$ cat config.mk
export PLATFORM = sky130hd
export DESIGN_NAME = capture_arbiter
export DESIGN_NICKNAME = d
export VERILOG_FILES = /design/src/rtl/capture_arbiter.sv
export SDC_FILE = /design/constraint.sdc
export NUM_CORES = 1
export LEC_CHECK = 0
export ABC_AREA = 1
export BUFFER_PORTS_ARGS = -buffer_cell sky130_fd_sc_hd__buf_4
export CAP_MARGIN = 20
export CORE_UTILIZATION = 49
export CTS_CLUSTER_DIAMETER = 50
export DETAILED_ROUTE_END_ITERATION = 10
export GPL_TIMING_DRIVEN = 0
export PLACE_DENSITY = 0.78
export SYNTH_ARGS = -nofsm -noshare
export SYNTH_HDL_FRONTEND = slang
export SYNTH_SLANG_ARGS = --single-unit
export TNS_END_PERCENT = 20
$ cat constraint.sdc
create_clock -name CP -period 1.7 [get_ports CP]
set_clock_uncertainty 0.05 [all_clocks]
set_input_delay 0.34 -clock CP [delete_from_list [all_inputs] [get_ports CP]]
set_output_delay 0.34 -clock CP [all_outputs]
set_load 0.1 [all_outputs]
$ cat src/rtl/capture_arbiter.sv
// Round-robin arbiter/sequencer sharing one capture register between N_REQ requesters.
// Each transaction: arbitrate, hold D for SETUP_CYC cycles, capture, then respond.
module capture_arbiter #(
  parameter int unsigned N_REQ     = 4,
  parameter int unsigned DW        = 8,
  parameter int unsigned SETUP_CYC = 1
) (
  input  logic                     CP,
  input  logic                     CDN,
  input  logic [N_REQ-1:0]         req,
  input  logic [N_REQ*DW-1:0]      req_data,
  output logic [N_REQ-1:0]         gnt,
  output logic                     busy,
  output logic                     rsp_valid,
  input  logic                     rsp_ready,
  output logic [DW-1:0]            rsp_data,
  output logic [$clog2(N_REQ)-1:0] rsp_id
);

  localparam int unsigned IW = $clog2(N_REQ);
  localparam int unsigned CW = 4;

  typedef enum logic [1:0] {StIdle, StSetup, StCapt, StResp} state_e;

  state_e          state_q, state_d;
  logic [IW-1:0]   ptr_q, ptr_d;
  logic [IW-1:0]   sel_q, sel_d;
  logic [IW-1:0]   id_q, id_d;
  logic [CW-1:0]   cnt_q, cnt_d;
  logic [DW-1:0]   cap_q, cap_d;
  logic [DW-1:0]   d_mux;
  logic            win_valid;
  logic [IW-1:0]   win_idx;
  logic [IW-1:0]   scan_idx;

  // First set request scanning upward from ptr with wrap-around.
  always_comb begin
    win_valid = 1'b0;
    win_idx   = '0;
    scan_idx  = '0;
    for (int unsigned off = 0; off < N_REQ; off++) begin
      scan_idx = IW'((32'(ptr_q) + off) % N_REQ);
      if (!win_valid && req[scan_idx]) begin
        win_valid = 1'b1;
        win_idx   = scan_idx;
      end
    end
  end

  // D input of the shared capture register follows the selected requester.
  assign d_mux = req_data[32'(sel_q) * DW +: DW];

  always_comb begin
    state_d = state_q;
    ptr_d   = ptr_q;
    sel_d   = sel_q;
    cnt_d   = cnt_q;
    cap_d   = cap_q;
    id_d    = id_q;
    unique case (state_q)
      StIdle: begin
        if (win_valid) begin
          sel_d   = win_idx;
          cnt_d   = CW'(SETUP_CYC - 1);
          state_d = StSetup;
        end
      end
      StSetup: begin
        if (!req[sel_q]) begin
          state_d = StIdle;
        end else if (cnt_q == '0) begin
          state_d = StCapt;
        end else begin
          cnt_d = cnt_q - CW'(1);
        end
      end
      StCapt: begin
        cap_d   = d_mux;
        id_d    = sel_q;
        ptr_d   = (sel_q == IW'(N_REQ - 1)) ? '0 : sel_q + IW'(1);
        state_d = StResp;
      end
      StResp: begin
        if (rsp_ready) begin
          state_d = StIdle;
        end
      end
      default: state_d = StIdle;
    endcase
  end

  always_ff @(posedge CP or negedge CDN) begin
    if (!CDN) begin
      state_q <= StIdle;
      ptr_q   <= '0;
      sel_q   <= '0;
      cnt_q   <= '0;
      cap_q   <= '0;
      id_q    <= '0;
    end else begin
      state_q <= state_d;
      ptr_q   <= ptr_d;
      sel_q   <= sel_d;
      cnt_q   <= cnt_d;
      cap_q   <= cap_d;
      id_q    <= id_d;
    end
  end

  always_comb begin
    gnt = '0;
    if (state_q == StCapt) begin
      gnt[sel_q] = 1'b1;
    end
  end

  assign busy      = (state_q != StIdle);
  assign rsp_valid = (state_q == StResp);
  assign rsp_data  = cap_q;
  assign rsp_id    = id_q;

endmodule
## Word level (Yosys, flattened, before mapping)

Cells that the tools add are included.

- Word-level logic and storage cells: 72
- Register bits after elaboration: 20
- Output and inout port bits: 16
- Input port bits: 39

- Order comparisons: 6
- Mux-type cells: 31
- Eq/ne operators: 9
- Reductions and logical operators: 14
- Add/sub/neg operators: 5
- Shift operators: 1

Operators by type and width:

| cell | number |
|---|---|
| 32-bit by 6-bit variable part select with 8-bit output | 1 |
| 2-bit 2-to-1 mux | 9 |
| 4-bit 2-to-1 mux | 4 |
| 2-bit by 3-bit less-than comparator with 1-bit output, second input constant | 5 |
| 1-bit binary-select mux with 2-bit select | 5 |
| 1-bit 2-to-1 mux | 10 |
| 2-bit one-hot mux with 4 select lines | 1 |
| 4-bit one-hot mux with 2 select lines | 1 |
| 2-bit equality test, second input constant | 3 |
| 2-bit != test, second input constant | 3 |
| 2-bit by 1-bit adder with 2-bit output, second input constant | 2 |
| 2-bit adder, second input constant | 2 |
| 1-bit logical AND | 4 |
| 4-bit logical NOT | 1 |
| 4-bit AND reduction | 1 |
| 2-bit nonzero test | 2 |
| 4-bit by 1-bit subtractor with 4-bit output, second input constant | 1 |
| 1-bit logical NOT | 3 |
| 3-bit != test, second input constant | 1 |
| 3-bit AND reduction | 1 |
| 1-bit demux with 2-bit select | 1 |
| 2-bit by 1-bit equality test with 1-bit output, second input constant | 1 |
| 2-bit by 1-bit greater-or-equal comparator with 1-bit output, second input constant | 1 |
| 2-bit logical NOT | 1 |
| other kinds (2) | 2 |

## Depth between registers and ports, before layout

Gate-level depths: netlist (run 1).

- Depth in word-level cells: 14
- Depth in mapped cells: 11
- Mapped depth without buffers: 11

## Worst setup path after synthesis (run 1)

Ideal clock, no wire load.

- Kind: flip-flop to output port
- Start point: reg sel_q[0]
- End point: out gnt[0]
- Buffers on the path: 1
- Stages on the path, launching flop included: 6
- Required time: 1.310 ns
- Path slack: -0.959 ns
- Data arrival time: 2.269 ns
- Cell sequence: dfrtp_1 inv_2 clkbuf_1 ha_1 inv_1 nor2_1

- Word-level cells in the longest chain between the ends: 5
- Elaborated cells on any way between the ends: 6
- Those cells by class: 2 x order compare; 3 x mux; 1 x reduce/logical

Ends and longest elaborated chain:

| element | RTL line | RTL |
|---|---|---|
| start, declared | 27 | `logic [IW-1:0] sel_q, sel_d;` |
| start signal, assigned | 103 | `sel_q <= sel_d;` |
| 2-bit by 3-bit less-than comparator with 1-bit output (not written as such) or 2-bit by 1-bit greater-or-equal comparator with 1-bit output (tied branches) | 113 | `gnt[sel_q] = 1'b1;` |
| 1-bit logical AND (not written as such) | 113 |  |
| 1-bit 2-to-1 mux (not written as such) | 113 |  |
| 1-bit demux with 2-bit select * | 113 |  |
| 4-bit 2-to-1 mux * | 112 | `if (state_q == StCapt) begin` |
| end, declared | 12 | `output logic [N_REQ-1:0] gnt,` |

Every way passes the cells marked *; elsewhere a longest branch is shown, timed or not.

## Worst setup path after layout (run 1)

- Start point: reg sel_q[0]
- End point: out gnt[3]

Same word-level chain as after synthesis.

==> results of run 1 <==
[registers in the layout, summed over array words and instances (netlist names), named ones only]
signal and flops:
rsp_data 8, cnt_q 4, ptr_q 2, state_q 1, rsp_id 2, sel_q 2
[cell usage after synthesis (4+ instances only)]
cell type / n / area share
nand2_1: 63 / 0.16
ha_1: 6 / 0.050
o22ai_1: 5 / 0.021
o21ai_0: 25 / 0.084
dfrtp_1: 20 / 0.34
nand3_1: 11 / 0.037
nor2_1: 41 / 0.10
inv_1: 23 / 0.058
clkbuf_1: 4 / 0.010
a31oi_1: 4 / 0.017
[per-stage QoR]
| step | std cells | cell area, um^2 |
|---|---|---|
| detailed placement | 312 | 2024 |
| finish | 327 | 2263 |
| CTS | 323 | 2207 |
| global route | 327 | 2263 |
| global placement | 312 | 2024 |
| floorplan | 227 | 1580 |
[critical path, cell delays in order (launching register included)]
cell and delay (ps):
dfrtp_2 470, buf_6 150, ha_4 150, inv_2 70, nor2_4 40, buf_12 160
[layout make-up]
class,instances,share of cell area
multi-input cells,173,0.4279
repair buffers,67,0.2488
flip-flops and latches,20,0.2233
inverters,26,0.04865
well taps,31,0.01714
clock buffers,4,0.01603
plain buffers,5,0.01548
repair inverters,1,0.002764
[routing by layer]
metal	up-vias	track usage	routed length, um
met5	-	0	0
li1	866	-	-
met1	783	0.3367	1783
met4	0	0.1010	78
met3	8	0.02268	165
met2	56	0.4655	2078
[cell families (layout without fill, tap and decap cells)]
kind of cell | count (synthesis) | in the layout | share of synthesized area
AND/OR/NAND/NOR | 126 | 126 | 0.3666
AO/OA/AOI/OAI | 39 | 39 | 0.1426
buffers and inverters | 34 | 103 | 0.09311
flip-flops | 20 | 20 | 0.3356
adder cells (fa/ha/maj) | 6 | 6 | 0.05033
XOR/XNOR | 2 | 2 | 0.01175
[path summary, 6_finish.rpt]
| kind | slack [ps] | from | to | cells past startpoint |
|---|---|---|---|---|
| setup / recovery | -30 | sel_q[0] | gnt[3] | 5 |
| hold / removal | 270 | rsp_ready | state_q[0] | 4 |
| setup reg to reg | 40 | ptr_q[0] | cnt_q[1] | 10 |
| hold reg to reg | 450 | rsp_data[4] | rsp_data[4] | 2 |
| max in group asynchronous | 980 | CDN | sel_q[0] | 2 |
| min in group asynchronous | 380 | CDN | rsp_data[4] | 2 |
[placed cells by master, fill, tap and decap left out, types with 3 or more instances in the layout]
master    count
buf_4        61
o21ai_1       3
buf_6         3
dfrtp_1      16
nand2_1      61
nand3_1      11
nor2_1       35
a31oi_1       4
o22ai_1       5
o21ai_0      22
a21oi_1       3
nor2_4        7
inv_2         9
nand2_2       5
buf_12        4
dfrtp_2       4
inv_1        15
ha_4          4
clkbuf_4      4
[repair_timing]
item,CTS,global route
endpoints found under the setup margin,5,13
gates cloned,0,2
pin swaps,3,10
resized for setup,30,16
hold buffers,1,0
buffers inserted,8,3
hold endpoints to repair,20,0
==> metrics.txt, run 1 <==
status=complete, but fails checks; failing checks=design-rule violations, negative setup slack; Post-Syn Area=1491 um^2; Fmax=578.7 MHz; Clk pin slew, worst setup/hold paths=110 ps; worst hold slack=270.7 ps; startpoint types=flop; antenna-violating nets left=0; asr flop ratio synth=1.000; Post-synth EDFFs=0; flops & latches, synth=20; syn nets=272; initial DRC count=175; Fin. Hold Viols=0; Die Wd=57.17 um; clk sinks=20; gpl congestion=0.8104; hpwl dp=2815 um; die area=3268 um^2; Setup Total Neg Slack=-72.35 ps; Ys Warns=0; RSZ-0062 raised after global routing=true; Syn Inst Count=227; # DRC=6; Mean Syn Cell Area=6.570 um^2; drt pass-1 iters=7; initial core utilization=0.5272; Least-Margin Pin Slew=450.2 ps; crit path DAT=1340 ps; grt total ovfl=0; Setup WS pre-CTS=1.895 ps; crit path capture type=primary output; vias in the first global route=1,511; GRT Resource Usage Total=0.2642; total length of routed wires=4105 um; Setup WS post-layout=-28.01 ps; cts bufs inserted=3; largest net degree at the start of global routing=21; Area growth, synth to finish=51.76%; Crit Path Max Fanout=4; core area=2829 um^2; first-pass GRT wire length=6748 um; CP Class=flop to primary output; top_reg_cell synth=dfrtp_1; fill count=203; worst hold path class=input pin to flop; Port Buf Inserts=54; via count=1,713; Max Cap Viol=0; maximum clock path buffer count=2; CTS tree=yes; Die Y-Extent=57.17 um; fin util=0.8001; WP data required=1310 ps; H-Tree Depth=1; nets=342; Antenna Cells=0; IO Count=55; Final setup viols=5; Core Rows=19; max-slew violations=0; initial antenna violation count=0; area of the multi-input gates=968.4 um^2; share of layout cells above drive strength 1=0.3784; WL per Instance=12.55 um; Slew headroom=0.6999; Clock Tree Root=clkbuf_4; vias per inst=5.239; Reg area=505.5 um^2; post-synthesis sequential area ratio=0.3356; Clock Latency Late Sink=300 ps; crit path time final=1728 ps; synth unique cells=24; final worst-path cycle share=1.016
Power of run 1 is left out: the tool's default activity adds up to more than one toggle a clock period on the data nets, which glitch-free logic cannot reach.
==> inputs of run 2 (changes only) <==
- CORE_UTILIZATION: 49 -> 53
- PLACE_DENSITY: 0.78 -> 0.84
- clock period: 1.7 -> 2.2 ns (I/O delays scaled with it)
==> run 2 against run 1 <==
  * The flow now finishes without violations
  * Sequential cell count stayed put
  * Count of clock-buffer cells in the layout is 1 lower
  * Hold slack better by 88 ps
  * Register-to-register slack better by 460 ps
  * Critical path depth is 1 higher
  * Final area is 8.6% lower
  * Critical endpoint is now gnt[2]
==> metrics.txt, run 2 (synthesis gave the netlist of run 1 again) <==
status=completed; fin util=0.8060 (+0.005955); Die Y-Extent=55.05 um (-3.7%); drt pass-1 iters=4 (-3); H-Tree Depth=1 (unchanged); core area=2567 um^2 (-9.2%); Worst path slowest cell=dfrtp_1; initial antenna violation count=0 (unchanged); total length of routed wires=3858 um (-6.0%); maximum clock path buffer count=2 (unchanged); Worst VDD drop=1.608 mV; vias in the first global route=1,494 (-1.1%); Area growth, synth to finish=38.76%; initial DRC count=43 (-75%); Tot Pwr=3.634 mW; Die Wd=55.05 um (-3.7%); initial core utilization=0.5809 (+0.05370); Placed Area=1949 um^2 (-3.7%); Min-Delay Startpoint=req_data[10]; Fin. Hold Viols=0 (unchanged); CP max stage delay=440 ps (-30 ps); hpwl dp=2867 um (+1.8%); nets=332 (-2.9%); worst reg-to-reg path cell count=8 (-2); startpoint types=flop; final worst-path cycle share=0.9662; largest net degree at the start of global routing=21 (unchanged); CP Class=flop to primary output; max-slew violations=0 (unchanged); Crit Path Max Fanout=10 (+6); Least-Margin Pin Slew=475.3 ps (+25.09 ps); Max Cap Viol=0 (unchanged); Leak Pwr=1.093 nW; commonest non-fill, non-tap cell in the layout=nand2_1; crit path capture type=primary output; Setup Total Neg Slack=0 ps (+72.35 ps); RSZ-0062 raised after global routing=false; Clock Latency Late Sink=310 ps (about the same); Port Buf Inserts=54 (unchanged); Slew headroom=0.6831 (-0.01672); Fmax=470.4 MHz; worst hold path endpoint=rsp_data[2]; # DRC=0 (-6); die area=3030 um^2 (-7.3%); via count=1,659 (-3.2%); worst hold path class=input pin to flop; grt total ovfl=0 (unchanged); CP Cell Sequence=inv_1, nor2_4, inv_1, buf_4, nor2_2, buf_12; share of layout cells above drive strength 1=0.2902 (-0.08817); Final setup viols=0 (-5); Pwr Density=1756 nW/um^2; crit path DAT=1640 ps (+300 ps); gpl congestion=0.7453 (-8.0%); antenna-violating nets left=0 (unchanged); CTS tree=yes; WP data required=1710 ps (+400 ps); most used cell along the critical path=inv_1; WL per Instance=12.21 um (-2.7%); Antenna Cells=0 (unchanged); clk sinks=20 (unchanged); fill count=214 (+5.4%); most frequent cells in the layout=63 x nand2_1, 53 x buf_4, 36 x nor2_1, 25 x o21ai_0, 22 x inv_1; GRT Resource Usage Total=0.2915 (+0.02726); Clock Tree Root=clkbuf_4; max FFs per register=8 (unchanged); Critical R2R Launch=sel_q[1]; first-pass GRT wire length=6258 um (-7.3%); delay-heaviest family, CP=buffers and inverters; cts bufs inserted=3 (unchanged); crit path time final=2126 ps; CP bufs+invs=4 (+1); hold path cells=3 (-1); Reg2Reg Setup Slack=500 ps (+460 ps); Core Rows=18 (-1); final instance area=2069 um^2 (-8.6%); IO Count=55 (unchanged); Clk pin slew, worst setup/hold paths=120 ps (about the same); vias per inst=5.250 (+0.22%)
[run 2: changes by cell type in the layout (fill, tap and decap cells not counted), sizes merged]
| cell | previous run | this run |
|---|---|---|
| buf | 69 | 60 |
| bufinv | 0 | 1 |
| clkbuf | 6 | 5 |
| clkinvlp | 0 | 1 |
| inv | 27 | 25 |
[run 2: metal layers]
metal	part of all wire	GRT usage
met1	0.43	0.3486
met2	0.48	0.5141
met3	0.063	0.03552
met4	0.026	0.1375
met5	0	0
[run 2: how the worst max path moves through the flow]
stage | slack [ps] | start | depth (start not counted) | endpoint
after global placement | 60 | sel_q[0] | 6 | gnt[2]
after detailed placement | 40 | flop | 6 | gnt[2]
after floorplan | -110 | sel_q[0] | 5 | gnt[2]
after CTS | 10 | flop | 6 | gnt[2]
final | 70 | flop | 6 | gnt[2]
after global routing | 3 | flop | 6 | gnt[1]
[run 2: cell type report]
type / count / area [um^2] / area share
buffer: 6 / 36.28 / 0.01753
clock inverter: 1 / 30.03 / 0.01451
sequential: 20 / 500.5 / 0.2418
inverter: 26 / 101.3 / 0.04897
timing repair buffer: 57 / 466.7 / 0.2255
clock buffer: 3 / 22.52 / 0.01088
tap: 30 / 37.54 / 0.01814
multi-input combinational: 173 / 874.6 / 0.4226
[run 2: through the flow]
step           hold WS, ps  setup WS, ps  cells
5_1_grt              360.7         2.875    316
6_report             358.3         74.35    316
2_1_floorplan        94.41        -106.2    227
3_3_place_gp         282.6         64.08    311
3_5_place_dp         284.3         40.42    311
4_1_cts              361.7         14.28    314
[run 2: power breakdown]
group	internal, mW	total, mW	switching, mW
Sequential	0.540	0.703	0.163
Clock	0.184	0.310	0.125
Combinational	0.730	2.62	1.89
Total	1.45	3.63	2.18
[run 2: what timing repair did]
action,CTS,global route
hold endpoints to repair,20,0
endpoints found under the setup margin,4,4
hold buffers,1,0
buffers inserted,0,2
gates resized for setup,12,1
pin swaps,0,1
[run 2: tightest hold or removal path: stages]
cell and delay, ps:
buf_4 70, o21ai_0 60, a31oi_1 110
Power figures use the tool's default switching activity.
